### config.mk
export PLATFORM = sky130hd
export DESIGN_NAME = acondicionador_de_sensores
export DESIGN_NICKNAME = d
export VERILOG_FILES = /design/src/rtl/acondicionador_de_sensores.sv
export SDC_FILE = /design/constraint.sdc
export NUM_CORES = 1
export LEC_CHECK = 0
export ABC_AREA = 1
export BUFFER_PORTS_ARGS = -buffer_cell sky130_fd_sc_hd__buf_2
export CAP_MARGIN = 20
export CORE_ASPECT_RATIO = 0.9
export CORE_MARGIN = 8
export CORE_UTILIZATION = 45
export DETAILED_ROUTE_END_ITERATION = 8
export GPL_ROUTABILITY_DRIVEN = 0
export PLACE_DENSITY = 0.73
export SETUP_SLACK_MARGIN = 0.1
export SYNTH_ARGS = -nofsm -noshare
export SYNTH_HDL_FRONTEND = slang
export SYNTH_SLANG_ARGS = --single-unit
### constraint.sdc
create_clock -name clk -period 2.1 [get_ports clk]
set_clock_uncertainty 0.1 [all_clocks]
set_input_delay 0.21 -clock clk [delete_from_list [all_inputs] [get_ports clk]]
set_output_delay 0.21 -clock clk [all_outputs]
set_load 0.01 [all_outputs]
### src/rtl/acondicionador_de_sensores.sv
// acondicionador_de_sensores: sync, debounce and optional latch of the four alarm sensor flags
// Defining ALARMA_RETENCION_EN holds Temperatura/SobreCarga/Humo until ack.
module acondicionador_de_sensores #(
  parameter int DEB_CYCLES = 16,
  parameter int CNT_W      = 5
) (
  input  logic clk,
  input  logic reset,
  input  logic temp_raw,
  input  logic manual_raw,
  input  logic sobrecarga_raw,
  input  logic humo_raw,
  input  logic ack,
  output logic Temperatura,
  output logic Manual,
  output logic SobreCarga,
  output logic Humo,
  output logic evento
);
  localparam logic [CNT_W-1:0] LAST = CNT_W'(DEB_CYCLES - 1);
  logic [3:0] s1_q, s2_q, filt_q, filt_d, out_q, out_d;
  logic [3:0][CNT_W-1:0] cnt_q, cnt_d;
  logic evento_q, evento_d;
  always_comb begin
    for (int i = 0; i < 4; i++) begin
      filt_d[i] = filt_q[i] ^ (s2_q[i] != filt_q[i] && cnt_q[i] == LAST);
      cnt_d[i]  = (s2_q[i] != filt_q[i] && cnt_q[i] != LAST) ? cnt_q[i] + 1'b1 : '0;
    end
  end
`ifdef ALARMA_RETENCION_EN
  typedef enum logic [1:0] {IDLE, ACTIVO, RETENIDO} st_t;
  st_t [2:0] st_q, st_d;
  logic [2:0] hf, hout;
  assign hf = {filt_d[3], filt_d[1], filt_d[0]};
  // filt wins over ack, so a re-asserted fault returns straight to ACTIVO
  always_comb begin
    for (int j = 0; j < 3; j++) begin
      st_d[j] = hf[j] ? ACTIVO :
                st_q[j] == ACTIVO ? RETENIDO :
                (st_q[j] == RETENIDO && !ack) ? RETENIDO : IDLE;
      hout[j] = st_d[j] != IDLE;
    end
  end
  always_ff @(posedge clk or posedge reset)
    if (reset) st_q <= {IDLE, IDLE, IDLE};
    else       st_q <= st_d;
  assign out_d = {hout[2], filt_d[2], hout[1], hout[0]};
`else
  logic unused_ack;
  assign unused_ack = ack;
  assign out_d = filt_d;
`endif
  assign evento_d = |(out_d & ~out_q);
  always_ff @(posedge clk or posedge reset)
    if (reset) begin
      s1_q     <= '0;
      s2_q     <= '0;
      filt_q   <= '0;
      cnt_q    <= '0;
      out_q    <= '0;
      evento_q <= 1'b0;
    end else begin
      s1_q     <= {temp_raw, manual_raw, sobrecarga_raw, humo_raw};
      s2_q     <= s1_q;
      filt_q   <= filt_d;
      cnt_q    <= cnt_d;
      out_q    <= out_d;
      evento_q <= evento_d;
    end
  assign {Temperatura, Manual, SobreCarga, Humo} = out_q;
  assign evento = evento_q;
endmodule
==> metrics.txt <==
Clock Pin Slew Worst Setup and Hold Paths=0.10 ns; max-slew violation count=0; synth warn=0; final setup violation count=0; Pleak=0.792 nW; Multi-input gate area=457 um2; # resized after CTS=0; Post-Syn Area=0.00135 mm2; Post-CTS Setup Repair Bufs=0; Cell Chain, Critical Path=ha_1, nand2_1, nor2_1, ha_1, nor2_1, nand2_2, nor2_1; Slowest cell on crit path=dfrtp_1; hold crit path type=reg2reg; vias in the first global route=951; antenna viol nets, final=0; first-pass GRT wire length=slightly below 4000 um; antenna cells=0; Synth cell types=11; FF-to-FF Start=cnt_q[10]; status=complete, no violations; core area=~0.0029 mm2; post-synth net total=approximately 150; GRT Util Overall=10.5%; deepest clock path buffer count=2; setup slack, reg-to-reg=0.59 ns; DR vias=914; pre-CTS WS=about 0.62 ns; IO Port Bufs=10; CP bufs+invs=0; Die Y=between 60 and 70 um; minimum clock period=1.51 ns; Setup crit start=cnt_q[10]; Min Hold Slack=0.256 ns; io pins=12; # rows=19; Hold Path Origin=s1_q[2]; Crit path required time=2.26 ns; Top delay family on crit path=simple AND/OR/NAND/NOR gates; worst-margin pin slew=0.409 ns; max_cap viols=0; wire per inst=10.6 um; Worst VDD drop=about 0.53 mV; Area after DPL=between 0.001 and 0.0015 mm2; Slew HR=72.7%; clk_lat worst skew=0.33 ns; cell area after layout=0.00161 mm2; Sink Count=33; final worst slack=about 0.6 ns; synthesized instance count=roughly 140; Horiz. Die Dim=73.7 um; CP Data Arrival Time=1.66 ns; non-filler cells, final=203; Die ar.=0.00500 mm2; Register Area=826 um2; Critical Path Most Common Cell=nor2_1; sequential fraction of the synthesis area=61.3%; Fmax=about 660 MHz; Post-DP HPWL=about 1600 um; final setup TNS=0 ns; CP Capture Type=register; grt ovf=0; Tcrit/Tclk final=71.8%; CP max stage delay=~0.43 ns; Num CTS Buffers=5; clock root cell=clkbuf_4; DRC Markers=0; area delta synth->final=19.5%; Inst Count DP=190; DRT iter0 DRCs=22; Layout fillers=between 200 and 300; P per Cell Area=between 800 and 900 mW/mm2; FF+latch count, synth=33; Synth Area per Inst=9.83 um2; Hold Buf Count CTS=5; total wire length=between 2000 and 2500 um; vias per cell=between 4 and 5; first-pass iteration count of the detailed router=4; initial antenna violation count=0; Fin. Hold Viols=0; nets=175; Core Util, Final=a little over half; crit start category=register; Starting Density=45.7%; largest net degree at the start of global routing=34; crit-path max FO=5; CTS tree=built; CTS H-tree depth=2; RSZ-0062 raised after global routing=no; total chip power=1.34 mW; share of layout cells above drive strength 1=16.8%; Setup Crit Path Kind=reg2reg
sequential cells by signal, indices dropped and copies added, names as in the netlist:
name	count
cnt_q	20
evento	1
out_q	4
s1_q	4
s2_q	4
worst paths after layout:
path / cells past startpoint / end
hold / removal: 0 / s2_q[2]
setup / recovery: 7 / cnt_q[12]
min in group asynchronous: 4 / cnt_q[17]
setup reg to reg: 7 / cnt_q[12]
max in group asynchronous: 4 / cnt_q[8]
hold reg to reg: 0 / s2_q[2]
power breakdown:
part	switching [mW]	internal, mW
logic	0.0391	0.0318
clock network	0.211	0.369
registers	0.0235	0.662
area by class of cell:
| class | instances | share of cell area (%) |
|---|---|---|
| Timing Repair Buffer | 16 | 6.69 |
| Tap cell | 42 | 3.27 |
| Clock inverter | 3 | 4.04 |
| Clock buffer | 5 | 2.33 |
| Multi-Input combinational cell | 87 | 28.4 |
| Inverter | 17 | 3.97 |
| Sequential cell | 33 | 51.3 |
cells in the mapped netlist:
master / count / share of area, %
dfrtp_1: 33 / 61
ha_1: 8 / 7.4
inv_1: 17 / 4.7
nand2_1: 21 / 5.9
nand2_2: 4 / 1.9
nand3_1: 4 / 1.5
nand4_1: 4 / 1.9
nor2_1: 34 / 9.5
nor2_2: 4 / 1.9
o21ai_0: 4 / 1.5
xnor2_1: 4 / 2.6
logic make-up (layout without fill, tap and decap cells):
| logic type | Yosys count | after routing | synth area share [%] |
|---|---|---|---|
| AO/OA/AOI/OAI | 4 | 4 | 1.49 |
| XOR/XNOR | 4 | 4 | 2.60 |
| adder cells (fa/ha/maj) | 8 | 8 | 7.44 |
| buffers and inverters | 17 | 41 | 4.74 |
| flip-flops | 33 | 33 | 61.3 |
| AND/OR/NAND/NOR | 71 | 71 | 22.4 |
placed cells by master, fill, tap and decap left out, types with 5 or more instances in the layout:
master	instances
dlygate4sd3_1	5
dfrtp_1	33
nor2_1	34
buf_2	10
nand2_1	21
ha_1	8
inv_1	17
clkbuf_4	5
layer usage:
layer  vias up  track usage (%)  routed length [um]
met5         -                0                   0
met4         0             5.22                  42
met3         5             5.42                 105
met2        17             19.2                1140
met1       423             9.47                 859
li1        469                -                   -
Power figures use the tool's default switching activity.
